===== src/rtl/pipelined_adder_pkg.sv =====
// Shared helpers for the pipelined adder: chunk sizing and the
// elaboration-time legality check for the WIDTH/STAGES pair.
package pipelined_adder_pkg;

  // Bits consumed per pipeline stage; a zero stage count is reported by
  // stages_ok, so it is mapped to a harmless value here to avoid a divide by zero.
  function automatic int unsigned chunk_width(input int unsigned width,
                                              input int unsigned stages);
    if (stages == 0) return width;
    return width / stages;
  endfunction

  // True when the operand splits into STAGES equal, non-empty chunks.
  function automatic bit stages_ok(input int unsigned width,
                                   input int unsigned stages);
    if (width < 1) return 1'b0;
    if (stages < 1) return 1'b0;
    return (width % stages) == 0;
  endfunction

endpackage


===== src/rtl/pipelined_adder_stage.sv =====
// One pipeline stage of the pipelined adder.
// Adds chunk IDX of the operands plus the incoming carry, and registers the
// valid bit, the chunk carry, the sum bits produced so far and the operand
// bits not yet consumed.
// Optional feature macro: PIPELINED_ADDER_OVF_EN (adds the ovf register).
// Ports:
//   clk, rst_n         clock, asynchronous active-low reset
//   load               stage may capture this cycle (its ready)
//   valid_in           upstream valid
//   carry_in           carry from the previous stage (c_in for stage 0)
//   a_in, b_in         operand bits still in flight (consumed bits are zero)
//   sum_in             sum bits produced by earlier stages
//   valid, carry       registered valid and chunk carry
//   a_out, b_out       registered operands with this chunk cleared
//   sum_out            registered partial sum including this chunk
//   ovf                registered signed overflow of this chunk's top bit
module pipelined_adder_stage #(
  parameter int unsigned WIDTH = 32,
  parameter int unsigned CHUNK = 8,
  parameter int unsigned IDX   = 0
) (
  input  logic             clk,
  input  logic             rst_n,
  input  logic             load,
  input  logic             valid_in,
  input  logic             carry_in,
  input  logic [WIDTH-1:0] a_in,
  input  logic [WIDTH-1:0] b_in,
  input  logic [WIDTH-1:0] sum_in,
  output logic             valid,
  output logic             carry,
  output logic [WIDTH-1:0] a_out,
  output logic [WIDTH-1:0] b_out,
  output logic [WIDTH-1:0] sum_out
`ifdef PIPELINED_ADDER_OVF_EN
  ,
  output logic             ovf
`endif
);

  localparam int unsigned LO = IDX * CHUNK;
  localparam int unsigned HI = LO + CHUNK;
  // Bits below HI have been consumed once this stage has added its chunk.
  localparam logic [WIDTH-1:0] DONE_MASK = {WIDTH{1'b1}} >> (WIDTH - HI);

  logic [CHUNK:0]     chunk_res;
  logic [WIDTH-1:0]   sum_next;
  logic [WIDTH-1:0]   a_next;
  logic [WIDTH-1:0]   b_next;

  // Chunk add with carry-out in the MSB.
  assign chunk_res = {1'b0, a_in[LO +: CHUNK]} + {1'b0, b_in[LO +: CHUNK]}
                   + {{CHUNK{1'b0}}, carry_in};
  assign sum_next  = sum_in | (WIDTH'(chunk_res[CHUNK-1:0]) << LO);
  // Consumed chunks are cleared rather than carried down the pipe.
  assign a_next    = a_in & ~DONE_MASK;
  assign b_next    = b_in & ~DONE_MASK;

  always_ff @(posedge clk or negedge rst_n) begin
    if (!rst_n) begin
      valid   <= 1'b0;
      carry   <= 1'b0;
      a_out   <= '0;
      b_out   <= '0;
      sum_out <= '0;
    end else if (load) begin
      valid <= valid_in;
      if (valid_in) begin
        carry   <= chunk_res[CHUNK];
        a_out   <= a_next;
        b_out   <= b_next;
        sum_out <= sum_next;
      end
    end
  end

`ifdef PIPELINED_ADDER_OVF_EN
  // Carry into the chunk's top bit is a^b^s there; XOR with the carry out.
  logic ovf_next;
  assign ovf_next = a_in[HI-1] ^ b_in[HI-1] ^ chunk_res[CHUNK-1] ^ chunk_res[CHUNK];

  always_ff @(posedge clk or negedge rst_n) begin
    if (!rst_n) begin
      ovf <= 1'b0;
    end else if (load && valid_in) begin
      ovf <= ovf_next;
    end
  end
`endif

endmodule


===== src/rtl/pipelined_adder.sv =====
// Pipelined ripple-carry adder: sum = (a + b + c_in) mod 2^WIDTH with the
// true carry-out, produced STAGES cycles after acceptance. Valid/ready on
// both sides with full backpressure, one transaction per cycle.
// Optional feature macro: PIPELINED_ADDER_OVF_EN (adds the ovf output).
// Ports:
//   clk, rst_n             clock, asynchronous active-low reset
//   in_valid, in_ready     input handshake (in_ready is combinational)
//   a, b, c_in             operands and carry-in
//   out_valid, out_ready   output handshake
//   sum, c_out             result and carry out of bit WIDTH-1
//   ovf                    signed overflow (only with PIPELINED_ADDER_OVF_EN)
module pipelined_adder
  import pipelined_adder_pkg::*;
#(
  parameter int unsigned WIDTH  = 32,
  parameter int unsigned STAGES = 4
) (
  input  logic             clk,
  input  logic             rst_n,
  input  logic             in_valid,
  output logic             in_ready,
  input  logic [WIDTH-1:0] a,
  input  logic [WIDTH-1:0] b,
  input  logic             c_in,
  output logic             out_valid,
  input  logic             out_ready,
  output logic [WIDTH-1:0] sum,
  output logic             c_out
`ifdef PIPELINED_ADDER_OVF_EN
  ,
  output logic             ovf
`endif
);

  localparam int unsigned CHUNK = chunk_width(WIDTH, STAGES);

  if (!stages_ok(WIDTH, STAGES)) begin : g_cfg_err
    $fatal(1, "pipelined_adder: STAGES must be >= 1 and divide WIDTH");
  end

  // Index 0 is the input side; index k+1 holds the registers of stage k.
  logic [STAGES:0] vld;
  logic [STAGES:0] cry;
  logic [STAGES:0] rdy;
  logic [WIDTH-1:0] a_p [STAGES+1];
  logic [WIDTH-1:0] b_p [STAGES+1];
  logic [WIDTH-1:0] s_p [STAGES+1];
`ifdef PIPELINED_ADDER_OVF_EN
  logic ovf_s [STAGES];
`endif

  assign vld[0] = in_valid;
  assign cry[0] = c_in;
  assign a_p[0] = a;
  assign b_p[0] = b;
  assign s_p[0] = '0;

  // Ready ripples back from the consumer; an empty stage is always ready.
  assign rdy[STAGES] = out_ready;
  assign in_ready    = rdy[0];

  for (genvar k = 0; k < STAGES; k++) begin : g_stage
    assign rdy[k] = !vld[k+1] || rdy[k+1];

    pipelined_adder_stage #(
      .WIDTH (WIDTH),
      .CHUNK (CHUNK),
      .IDX   (k)
    ) u_stage (
      .clk      (clk),
      .rst_n    (rst_n),
      .load     (rdy[k]),
      .valid_in (vld[k]),
      .carry_in (cry[k]),
      .a_in     (a_p[k]),
      .b_in     (b_p[k]),
      .sum_in   (s_p[k]),
      .valid    (vld[k+1]),
      .carry    (cry[k+1]),
      .a_out    (a_p[k+1]),
      .b_out    (b_p[k+1]),
      .sum_out  (s_p[k+1])
`ifdef PIPELINED_ADDER_OVF_EN
      ,
      .ovf      (ovf_s[k])
`endif
    );
  end

  // Results come straight from the last stage's registers.
  assign out_valid = vld[STAGES];
  assign sum       = s_p[STAGES];
  assign c_out     = cry[STAGES];
`ifdef PIPELINED_ADDER_OVF_EN
  assign ovf       = ovf_s[STAGES-1];
`endif

endmodule


===== config.mk =====
export PLATFORM = sky130hd
export DESIGN_NAME = pipelined_adder
export DESIGN_NICKNAME = d
export VERILOG_FILES = /design/src/rtl/pipelined_adder_pkg.sv /design/src/rtl/pipelined_adder_stage.sv /design/src/rtl/pipelined_adder.sv
export SDC_FILE = /design/constraint.sdc
export NUM_CORES = 1
export LEC_CHECK = 0
export BUFFER_PORTS_ARGS = -buffer_cell sky130_fd_sc_hd__buf_2
export CORE_MARGIN = 2
export CORE_UTILIZATION = 28
export DETAILED_ROUTE_END_ITERATION = 12
export PLACE_DENSITY = 0.51
export SYNTH_ARGS = -nofsm -noshare
export SYNTH_HDL_FRONTEND = slang
export SYNTH_SLANG_ARGS = --single-unit

===== constraint.sdc =====
create_clock -name clk -period 4.7 [get_ports clk]
set_clock_uncertainty 0.05 [all_clocks]
set_input_delay 1.175 -clock clk [delete_from_list [all_inputs] [get_ports clk]]
set_output_delay 1.175 -clock clk [all_outputs]
set_load 0.01 [all_outputs]

-- Word-level counts from Yosys, hierarchy flattened
Cells that the tools add are included.
- add/sub/neg operators: 8
- bitwise logic cells: 3
- reductions and logical operators: 12
- operators by type and width (cell ; number):
    8-bit by 8-bit adder with 9-bit output ; 4
    9-bit by 1-bit adder with 9-bit output ; 4
    32-bit by 24-bit OR with 32-bit output ; 1
    32-bit OR ; 1
    8-bit by 16-bit OR with 16-bit output ; 1
    2-bit AND reduction ; 4
    1-bit logical NOT ; 4
    1-bit logical OR ; 4
- register bits after elaboration: 208
- input port bits: 69
- output and inout port bits: 35
- word-level logic and storage cells: 41

-- Depth between registers and ports, before layout
Gate-level depths: netlist of the first run.
- depth in word-level cells: 6
- depth in mapped cells: 7
- gate-level depth less buffers: 6

-- Cells and area by module
From an unflattened synthesis of the first run, not the netlist that was laid out.
- cell total of the unflattened synthesis: 1288
- area, all modules: 11290.8 µm²
- modules (own cells, without submodules) (module ; times used ; cells an instance ; area each (µm²) ; sequential area each (µm²)):
    pipelined_adder_stage at g_stage[0].u_stage ; 1 ; 396 ; 3468.3 ; 2052.0
    pipelined_adder_stage at g_stage[1].u_stage ; 1 ; 348 ; 3106.7 ; 1651.6
    pipelined_adder_stage at g_stage[2].u_stage ; 1 ; 294 ; 2523.7 ; 1251.2
    pipelined_adder_stage at g_stage[3].u_stage ; 1 ; 244 ; 2155.8 ; 850.8
    pipelined_adder ; 1 ; 6 ; 36.3 ; 0.0

-- Least setup slack after synthesis of the first run
No wires, ideal clock.
- path kind: input to register
- start point: input port a[0]
- end point: register g_stage[0].u_stage.carry
- library setup time: 0.129 ns
- arrival time: 2.841 ns
- data required time: 4.521 ns
- path slack: 1.680 ns
- cell stages on the path: 6
- buffers on the path: 0
- cell sequence: fa_1 fa_1 a211oi_1 o21ai_0 and3_1 o41a_1
- word-level cells in the longest chain between the ends: 2
- RTL lines (element ; line ; source):
    start, declared ; pipelined_adder.sv:22 ; input logic [WIDTH-1:0] a,
    8-bit by 8-bit adder with 9-bit output ; pipelined_adder_stage.sv:52 ; assign chunk_res = {1'b0, a_in[LO +: CHUNK]} + {1'b0, b_in[LO +: CHUNK]}
    9-bit by 1-bit adder with 9-bit output ; pipelined_adder_stage.sv:53 ; + {{CHUNK{1'b0}}, carry_in};
    end signal, assigned ; pipelined_adder_stage.sv:69 ; carry <= chunk_res[CHUNK];
    end, declared ; pipelined_adder_stage.sv:31 ; output logic carry,
Every way passes these cells.
A chain may end at the register's enable or synchronous reset.

-- Final worst setup path of the first run
- start point: input port out_ready
- end point: output port in_ready
- word-level cells in the longest chain between the ends: 4
- RTL lines (element ; line ; source):
    start, declared ; pipelined_adder.sv:26 ; input logic out_ready,
    1-bit logical OR (4 in a row) ; pipelined_adder.sv:63 ; assign rdy[k] = !vld[k+1] || rdy[k+1];
    end, declared ; pipelined_adder.sv:21 ; output logic in_ready,
Every way passes these cells.

==> summary.md, run 1 <==
| Metric | Value |
|---|---|
| WL final | `roughly 19 mm` |
| Reg2reg setup slack | `2.12 ns` |
| Post-DP HPWL | `13.6 mm` |
| Cell row count | `63` |
| Final number of setup-violating endpoints | `0` |
| WP buf/inv | `2` |
| Crit. Startpoint | `out_ready` |
| Worst Reg-to-Reg Cells | `6` |
| Setup TNS | `0 ns` |
| Total number of vias | `5,800` |
| Dominant cells by area after synthesis | `dfrtp_1 (55%), nand2_1 (15%), mux2_1 (4.9%), ha_1 (4.2%), mux2_2 (2.0%)` |
| Cell repeated most along the worst path | `buf_2` |
| Pins Over Slew Limit | `0` |
| Worst-Skew Late Latency | `0.43 ns` |
| Number of flops mapped to enable cells by yosys | `0` |
| Final period utilization | `0.682` |
| GRT overflow | `0` |
| Synth top cells by count | `nand2_1 (333), dfrtp_1 (184), mux2_1 (36)` |
| Maximum vdd drop | `206 µV` |
| CTS buffer count | `17` |
| CTS root buf | `clkbuf_16` |
| Fraction of layout cells with a size suffix above 1 | `0.182` |
| Critical-path cell list | `buf_2 -> and4b_1 -> nand2_1 -> buf_2` |
| Drt wl/cell | `14.2 µm` |
| Worst R2R Start | `g_stage[1].u_stage.a_out[16]` |
| Post-synthesis sequential element count | `184` |
| CTS Sinks | `184` |
| Top Family by Delay on Critical Path | `simple AND/OR/NAND/NOR gates` |
| Final min period | `3.21 ns` |
| Most common cell in the netlist | `nand2_1` |
| Num ports | `~100` |
| Critical path's slowest cell | `and4b_1` |
| Hold WC Path Type | `register to register` |
| Post-synth net total | `924` |
| Yosys top cell by area | `dfrtp_1` |
| Relative slew slack | `0.208` |
| Synth top area share | `0.555` |
| CP max stage delay | `0.38 ns` |
| Post-CTS Setup Inserts | `0` |
| Post-synthesis sequential area ratio | `0.555` |
| Global-route wire length before repair | `32.1 mm` |
| Fin nets | `1,022` |
| Arr. time, crit path | `1.98 ns` |
| Antenna Cells | `0` |
| Hold Crit Start | `g_stage[0].u_stage.a_out[18]` |
| IO Port Bufs | `103` |
| Residual DRC | `0` |
| CTS HTree Levels | `4` |
| GRT Util Overall | `0.130` |
| PostCTS Resize Cnt | `0` |
| Worst-Margin Slew | `1.18 ns` |
| Starting Density | `0.282` |
| RR Endpoint | `g_stage[2].u_stage.carry` |
| Synth unique cells | `52` |
| Pwr Total | `between 5 and 6 mW` |
| Crit path launch type | `input pin` |
| Hold_buf cts | `0` |
| CTS clk-pin slew, worst paths | `0.06 ns` |
| P&R area growth vs syn | `18.2%` |
| Number of global-route vias before repair | `6,003` |
| Post-Syn Area per Cell | `10.1 µm²` |
| Antenna violations before repair | `0` |
| Async set or reset register ratio after synthesis | `1.00` |
| Leak | `4.86 nW` |
| Post-Syn Instances | `819` |
| Critical setup path kind | `input pin to output pin` |
| PwrDens | `541 mW/mm²` |
| Vias per std cell | `4.40` |
| Drt initial violations | `a little over 300` |
| Largest net degree at the start of global routing | `104` |
| RSZ-0062 raised after global routing | `false` |
| Max_cap viols | `0` |
| Height of the die | `176 µm` |
| Worst-path fanout max | `5` |
| Hold path endpoint | `g_stage[1].u_stage.a_out[18]` |
| Critical path required time | `3.47 ns` |
| Status | `finished, final reports clean` |
| Achievable Freq | `312 MHz` |
| CTS tree | `done` |
| Die W | `roughly 180 µm` |
| Final core utilization | `0.334` |
| Synth Cell Area | `0.00830 mm²` |
| Placer Congestion | `0.771` |
| Drt pass-1 iters | `4` |
| Final Hold Viols | `0` |
| Core Area | `around 0.029 mm²` |
| DIE AREA | `0.0310 mm²` |
| Clock buffer depth | `2` |
| Yosys warns | `0` |
| Most common flop cell mapped by yosys | `dfrtp_1` |
| Hold Path Depth | `2` |
| Post-route ant nets | `0` |
| Worst Setup End Kind | `output pin` |
## power by group
group	leakage [nW]	total [mW]	switching, mW	internal [mW]
logic	2.34	1.50	0.869	0.631
registers	2.24	2.36	0.299	2.06
clock network	0.283	1.45	0.611	0.834
## area by class of cell
class,instances,area (µm²)
Clock buffer,19,433
Clock inverter,12,151
Fill cell,3044,19600
Inverter,14,52.6
Multi-Input combinational cell,587,3480
Sequential cell,184,4600
Tap cell,390,488
Timing Repair Buffer,113,599
## layout by cell type, fill, tap and decap left out, types with 8 or more instances in the layout
master / instances
inv_1: 13
ha_1: 28
fa_1: 8
clkbuf_16: 17
buf_4: 10
nand2_1: 332
mux2_2: 15
mux2_1: 36
buf_2: 102
a21oi_1: 12
nor2_1: 13
a211oi_1: 13
dfrtp_1: 184
o31ai_1: 13
o21ai_0: 18
## layer usage
layer  part of all wire  track usage
met5                  0            0
met3              0.031       0.0280
met1               0.53        0.192
met4              0.013       0.0393
met2               0.42        0.189
## state kept, by name (all words and copies together), names as in the netlist
name                     count
g_stage.u_stage.b_out       48
g_stage.u_stage.valid        4
g_stage.u_stage.carry        4
g_stage.u_stage.sum_out     80
g_stage.u_stage.a_out       48
## stage by stage
step / worst slack (ns) / area (µm²) / hold slack, ns / std cells
6_report: 1.49 / 9810 / 0.409 / 1319
5_1_grt: 1.44 / 9810 / 0.435 / 1319
2_1_floorplan: 1.68 / 8300 / 0.382 / 819
4_1_cts: 1.49 / 9810 / 0.414 / 1319
3_5_place_dp: 1.45 / 9230 / 0.399 / 1288
3_3_place_gp: 1.48 / 9230 / 0.399 / 1288
## cells by family after synthesis
group / after synthesis / synth area share
adder cells (fa/ha/maj): 36 / 0.0615
AND/OR/NAND/NOR: 394 / 0.194
XOR/XNOR: 5 / 0.00527
AO/OA/AOI/OAI: 100 / 0.0865
buffers and inverters: 48 / 0.0282
multiplexers: 52 / 0.0704
flip-flops: 184 / 0.555
## worst register-to-register path, stage by stage, from the launching register on
cell and delay [ns]:
dfrtp_1 0.40, fa_1 0.48, fa_1 0.42, a21oi_1 0.24, o21ai_0 0.18, o311a_1 0.36, o41a_1 0.31
## worst max-delay path by stage
stage / slack, ns / depth (start not counted) / end
floorplan: 1.68 / 6 / g_stage[0].u_stage.carry
global placement: 1.48 / 7 / g_stage[0].u_stage.carry
detailed placement: 1.45 / 7 / g_stage[0].u_stage.carry
CTS: 1.49 / 4 / in_ready
global route: 1.44 / 4 / in_ready
finish: 1.49 / 4 / in_ready
No activity file was read; power rests on OpenSTA's default activity.
==> run 2: changes to the inputs <==
==> constraint.sdc (replaced) <==
create_clock -name clk -period 3.24 [get_ports clk]
set_clock_uncertainty 0.05 [all_clocks]
set_input_delay 0.81 -clock clk [delete_from_list [all_inputs] [get_ports clk]]
set_output_delay 0.81 -clock clk [all_outputs]
set_load 0.01 [all_outputs]
==> summary.md, run 2 (synthesized netlist as in run 1, its figures left out) <==
| Metric | Value |
|---|---|
| Largest registers in the final layout | `g_stage.u_stage.sum_out (80), g_stage.u_stage.a_out (48), g_stage.u_stage.b_out (48)` |
| RSZ-0062 raised after global routing | `false` |
| Critical-path cell list | `fa_1 -> fa_1 -> a21oi_1 -> o21ai_0 -> o311a_1 -> o41a_1` |
| CTS root buf | `clkbuf_16` |
| Clock buffer depth | `2 (unchanged)` |
| Post-route ant nets | `0 (unchanged)` |
| CTS clk-pin slew, worst paths | `0.07 ns (about the same)` |
| Critical path depth in cells | `6 (+2)` |
| Status | `finished, final reports clean` |
| Worst R2R Start | `g_stage[1].u_stage.a_out[16]` |
| CTS Sinks | `184 (unchanged)` |
| Worst Reg-to-Reg Cells | `6 (unchanged)` |
| CTS tree | `done` |
| Leak | `4.90 nW (+0.94%)` |
| RR Endpoint | `g_stage[2].u_stage.carry` |
| CP max stage delay | `0.50 ns (+0.12 ns)` |
| Max_cap viols | `0 (unchanged)` |
| Reg2reg setup slack | `0.64 ns (-1.48 ns)` |
| Global-route wire length before repair | `31.2 mm (-2.6%)` |
| Hold_buf cts | `0 (unchanged)` |
| Place WS | `0.366 ns (-1.09 ns)` |
| Arr. time, crit path | `2.86 ns (+0.88 ns)` |
| DIE AREA | `0.0310 mm² (unchanged)` |
| Placed Area | `0.00930 mm² (+0.81%)` |
| Hold WC Path Type | `input pin to asynchronous set/reset pin` |
| Post-DP HPWL | `13.7 mm (+0.34%)` |
| Relative slew slack | `0.533 (+0.324)` |
| GRT Util Overall | `0.127 (-0.00283)` |
| Worst-path fanout max | `3 (-2)` |
| Final period utilization | `0.801` |
| Core Area | `0.0294 mm² (unchanged)` |
| Non-filler instance count after layout | `1,325 (+0.45%)` |
| Placed Cells | `1,293 (+0.39%)` |
| PostCTS Resize Cnt | `0 (unchanged)` |
| CTS buffer count | `17 (unchanged)` |
| CP endpoint | `g_stage[2].u_stage.carry` |
| FF+latch area | `0.00460 mm² (unchanged)` |
| Largest net degree at the start of global routing | `59 (-43%)` |
| Antenna violations before repair | `0 (unchanged)` |
| GRT overflow | `0 (unchanged)` |
| Final number of setup-violating endpoints | `0 (unchanged)` |
| Residual DRC | `0 (unchanged)` |
| Final min period | `2.60 ns` |
| Maximum vdd drop | `278 µV (+35%)` |
| Height of the die | `176 µm (unchanged)` |
| Antenna Cells | `0 (unchanged)` |
| Crit path launch type | `register` |
| Drt pass-1 iters | `4 (unchanged)` |
| Post-CTS Setup Inserts | `0 (unchanged)` |
| Max reg flops | `80 (unchanged)` |
| Most frequent cells in the layout | `nand2_1 (332), dfrtp_1 (184), buf_2 (102)` |
| Critical path required time | `3.50 ns (+0.03 ns)` |
| WL final | `18.7 mm (-0.28%)` |
| Critical path's slowest cell | `fa_1` |
| Die W | `176 µm (unchanged)` |
| Drt initial violations | `329 (+7.5%)` |
| IO Port Bufs | `103 (unchanged)` |
| Number of global-route vias before repair | `5,797 (-3.4%)` |
| P&R area growth vs syn | `19.1%` |
| Multi-input gate area | `0.00348 mm² (unchanged)` |
| Setup TNS | `0 ns (unchanged)` |
| Filler Cell Count | `3,069 (+0.82%)` |
| Leading cell type in the layout, fill and taps excluded | `nand2_1` |
| Critical setup path kind | `register to register` |
| Top Family by Delay on Critical Path | `compound AO/OA/AOI/OAI gates` |
| Cell row count | `63 (unchanged)` |
| WP buf/inv | `0 (-2)` |
| Crit. Startpoint | `g_stage[1].u_stage.a_out[16]` |
| Total number of vias | `5,780 (-0.34%)` |
| Placer Congestion | `0.761 (-1.3%)` |
| PwrDens | `775 mW/mm² (+43%)` |
| Achievable Freq | `385 MHz` |
| Cell repeated most along the worst path | `fa_1` |
| Final Cell Area | `0.00988 mm² (+0.74%)` |
| Num ports | `104 (unchanged)` |
| CTS HTree Levels | `4 (unchanged)` |
| Final worst slack | `0.645 ns (-0.849 ns)` |
| Fraction of layout cells with a size suffix above 1 | `0.189 (+0.00739)` |
| Vias per std cell | `4.36 (-0.80%)` |
| Biggest register | `g_stage.u_stage.sum_out` |
| Pins Over Slew Limit | `0 (unchanged)` |
| Hold slack | `0.262 ns (-0.147 ns)` |
| Final Hold Viols | `0 (unchanged)` |
| Worst-Skew Late Latency | `0.43 ns (about the same)` |
| Worst Setup End Kind | `register` |
| Drt wl/cell | `14.1 µm (-0.73%)` |
| Starting Density | `0.282 (unchanged)` |
| Worst-Margin Slew | `0.699 ns (-0.486 ns)` |
| Fin nets | `1,027 (+0.49%)` |
run 2: cell count changes in the layout (fill, tap and decap cells not counted), moves of 2 or more:
cell / previous run / this run
clkinv_4: 1 / 5
buf_12: 0 / 3
clkbuf_8: 1 / 4
buf_4: 10 / 12
bufinv_16: 3 / 1
clkbuf_1: 2 / 0
clkinvlp_4: 2 / 0
run 2: layout make-up:
type                            instances  share of cell area
Timing Repair Buffer                  118              0.0682
Tap cell                              390              0.0494
Clock inverter                         12              0.0116
Clock buffer                           20              0.0472
Sequential cell                       184               0.466
Multi-Input combinational cell        587               0.352
Inverter                               14             0.00532
run 2: where the power goes:
group	switching, mW	total (mW)	leakage [nW]	internal (mW)
registers	0.429	3.42	2.24	2.99
clock network	0.917	2.05	0.291	1.13
logic	1.26	2.20	2.38	0.937
run 2: metal layers:
layer	track usage	share of wire	vias to the layer above	wire (µm)
met3	0.0284	0.031	19	590
met5	0	0	-	0
li1	-	-	2963	-
met4	0.0430	0.014	0	271
met2	0.184	0.42	75	7900
met1	0.186	0.53	2723	9970
run 2: worst min-delay path by stage:
stage | start | to | slack, ns | depth (start not counted)
after detailed placement | g_stage[0].u_stage.a_out[18] | g_stage[1].u_stage.a_out[18] | 0.40 | 2
after global placement | g_stage[0].u_stage.b_out[18] | g_stage[1].u_stage.b_out[18] | 0.39 | 2
after CTS | rst_n | g_stage[0].u_stage.b_out[8] | 0.26 | 1
final | rst_n | g_stage[0].u_stage.b_out[8] | 0.26 | 1
after floorplan | g_stage[1].u_stage.sum_out[13] | g_stage[2].u_stage.sum_out[13] | 0.38 | 2
after global routing | rst_n | g_stage[0].u_stage.b_out[8] | 0.28 | 1
run 2: stage by stage:
stage / utilization / total power [mW]
2_1_floorplan: - / 4.86
3_3_place_gp: 0.316 / 5.65
3_5_place_dp: 0.316 / 5.69
4_1_cts: 0.336 / 7.78
5_1_grt: 0.336 / 8.25
6_report: 0.336 / 7.66
==> run 3: changes to the inputs <==
--- a/config.mk
+++ b/config.mk
@@ -9,7 +9,7 @@
 export CORE_MARGIN = 2
 export CORE_UTILIZATION = 28
 export DETAILED_ROUTE_END_ITERATION = 12
-export PLACE_DENSITY = 0.51
+export PLACE_DENSITY = 0.53
 export SYNTH_ARGS = -nofsm -noshare
 export SYNTH_HDL_FRONTEND = slang
 export SYNTH_SLANG_ARGS = --single-unit
==> constraint.sdc (replaced) <==
create_clock -name clk -period 2.2 [get_ports clk]
set_clock_uncertainty 0.05 [all_clocks]
set_input_delay 0.55 -clock clk [delete_from_list [all_inputs] [get_ports clk]]
set_output_delay 0.55 -clock clk [all_outputs]
set_load 0.01 [all_outputs]
==> summary.md, run 3 (synthesized netlist as in run 1, its figures left out) <==
| Metric | Value |
|---|---|
| Cell repeated most along the worst path | `fa_2` |
| Final Hold Viols | `0 (unchanged)` |
| Global-route wire length before repair | `31.3 mm (+0.11%)` |
| Total number of vias | `5,944 (+2.8%)` |
| Max_cap viols | `0 (unchanged)` |
| Placed Cells | `1,310 (+1.3%)` |
| Status | `complete, but fails checks` |
| Hold WC Path Type | `input pin to register` |
| CP max stage delay | `0.41 ns (-0.09 ns)` |
| Hold Crit Start | `a[21]` |
| Non-filler instance count after layout | `1,346 (+1.6%)` |
| Setup TNS | `-0.0495 ns (-0.0495 ns)` |
| CTS tree | `done` |
| DIE AREA | `0.0310 mm² (unchanged)` |
| Final period utilization | `1.02 (+0.221)` |
| Worst Setup End Kind | `register` |
| CTS buffer count | `17 (unchanged)` |
| PwrDens | `1150 mW/mm² (+48%)` |
| Place WS | `-0.200 ns (-0.567 ns)` |
| Height of the die | `176 µm (unchanged)` |
| Residual DRC | `0 (unchanged)` |
| Largest net degree at the start of global routing | `54 (-8.5%)` |
| Relative slew slack | `0.700 (+0.167)` |
| Arr. time, crit path | `2.51 ns (-0.35 ns)` |
| Critical setup path kind | `register to register` |
| Placer Congestion | `0.784 (+3.0%)` |
| WL final | `18.7 mm (about the same)` |
| CTS Sinks | `184 (unchanged)` |
| Final worst slack | `-0.0495 ns (-0.694 ns)` |
| Largest registers in the final layout | `g_stage.u_stage.sum_out (80), g_stage.u_stage.a_out (48), g_stage.u_stage.b_out (48)` |
| Most frequent cells in the layout | `nand2_1 (332), dfrtp_1 (182), buf_2 (102)` |
| Num ports | `104 (unchanged)` |
| Achievable Freq | `445 MHz (+15%)` |
| Fin nets | `1,048 (+2.0%)` |
| GRT Util Overall | `0.127 (+0.000163)` |
| RR Endpoint | `g_stage[2].u_stage.carry` |
| Worst-path fanout max | `2 (-1)` |
| Hold path endpoint | `g_stage[0].u_stage.a_out[21]` |
| Max reg flops | `80 (unchanged)` |
| Critical-path cell list | `fa_2 -> fa_2 -> a21oi_4 -> o21ai_2 -> o311a_1 -> o41a_1` |
| Filler Cell Count | `3,034 (-1.1%)` |
| Final core utilization | `0.347 (+0.0109)` |
| CTS HTree Levels | `4 (unchanged)` |
| Fraction of layout cells with a size suffix above 1 | `0.225 (+0.0356)` |
| Maximum vdd drop | `395 µV (+42%)` |
| Worst-Margin Slew | `0.449 ns (-0.250 ns)` |
| Biggest register | `g_stage.u_stage.sum_out` |
| Hold Path Depth | `2` |
| Antenna Cells | `0 (unchanged)` |
| Core Area | `0.0294 mm² (unchanged)` |
| RSZ-0062 raised after global routing | `true` |
| Critical path required time | `2.47 ns (-1.03 ns)` |
| Leading cell type in the layout, fill and taps excluded | `nand2_1` |
| Drt wl/cell | `13.9 µm (-1.6%)` |
| Leak | `5.03 nW (+2.6%)` |
| Die W | `176 µm (unchanged)` |
| Hold slack | `0.271 ns (+0.00939 ns)` |
| Clock buffer depth | `2 (unchanged)` |
| Post-route ant nets | `0 (unchanged)` |
| Pwr Total | `11.7 mW (+53%)` |
| Final Cell Area | `0.0102 mm² (+3.2%)` |
| Cell row count | `63 (unchanged)` |
| Final min period | `2.25 ns (-0.346 ns)` |
| P&R area growth vs syn | `22.9%` |
| Number of global-route vias before repair | `5,929 (+2.3%)` |
| Antenna violations before repair | `1 (+1)` |
| Drt pass-1 iters | `4 (unchanged)` |
| Reg2reg setup slack | `-0.05 ns (-0.69 ns)` |
| Placed Area | `0.00953 mm² (+2.4%)` |
| Final number of setup-violating endpoints | `1 (+1)` |
| Critical path's slowest cell | `fa_2` |
| CTS clk-pin slew, worst paths | `0.07 ns (about the same)` |
| Worst R2R Start | `g_stage[1].u_stage.a_out[16]` |
| Crit path launch type | `register` |
| Violated checks | `setup timing` |
| Starting Density | `0.282 (unchanged)` |
| Drt initial violations | `382 (+16%)` |
| Pins Over Slew Limit | `0 (unchanged)` |
| IO Port Bufs | `103 (unchanged)` |
| Post-DP HPWL | `13.7 mm (+0.24%)` |
| Worst Reg-to-Reg Cells | `6 (unchanged)` |
| Worst-Skew Late Latency | `0.43 ns (about the same)` |
| GRT overflow | `0 (unchanged)` |
| CTS root buf | `clkbuf_16` |
| Vias per std cell | `4.42 (+1.2%)` |
-- run 3: final cells by class --
type	count	area (µm²)	share of cell area
sequential	184	4610	0.452
inverter	14	52.6	0.00515
multi-input combinational	587	3550	0.348
tap	390	488	0.0478
clock inverter	11	135	0.0132
timing repair buffer	139	901	0.0883
clock buffer	21	470	0.0461
-- run 3: how the worst max path moves through the flow --
stage                            startpoint                       end  slack, ns
6_report       g_stage[1].u_stage.a_out[16]  g_stage[2].u_stage.carry      -0.05
5_1_grt        g_stage[1].u_stage.a_out[16]  g_stage[2].u_stage.carry      -0.13
4_1_cts        g_stage[1].u_stage.b_out[16]  g_stage[2].u_stage.carry      -0.05
3_5_place_dp                           c_in  g_stage[0].u_stage.carry      -0.20
3_3_place_gp                           c_in  g_stage[0].u_stage.carry      -0.17
2_1_floorplan                          c_in  g_stage[0].u_stage.carry      -0.04
-- run 3: per-layer routing --
metal	track usage	vias up	wire length, µm
met5	0	-	0
met4	0.0382	0	223
met3	0.0327	16	641
met2	0.187	75	8130
met1	0.184	2849	9730
li1	-	3004	-
-- run 3: report_power, final --
part / internal (mW) / switching, mW
registers: 4.40 / 0.618
clock network: 1.79 / 1.35
logic: 1.59 / 1.96
-- run 3: timing repair --
| item | 4_1_cts | 5_1_grt |
|---|---|---|
| resized for setup | 3 | 8 |
| endpoints found under the setup margin | 3 | 7 |
| hold buffers | 1 | 0 |
| hold endpoints to repair | 6 | 0 |
| gates cloned | 0 | 0 |
| buffers inserted | 2 | 1 |
| pin swaps | 2 | 5 |
-- run 3: critical path, delay by kind of cell, from the launching register on --
kind / cells / cell delay, ns
flip-flops: 1 / 0.40
AO/OA/AOI/OAI: 4 / 0.88
adder cells (fa/ha/maj): 2 / 0.81
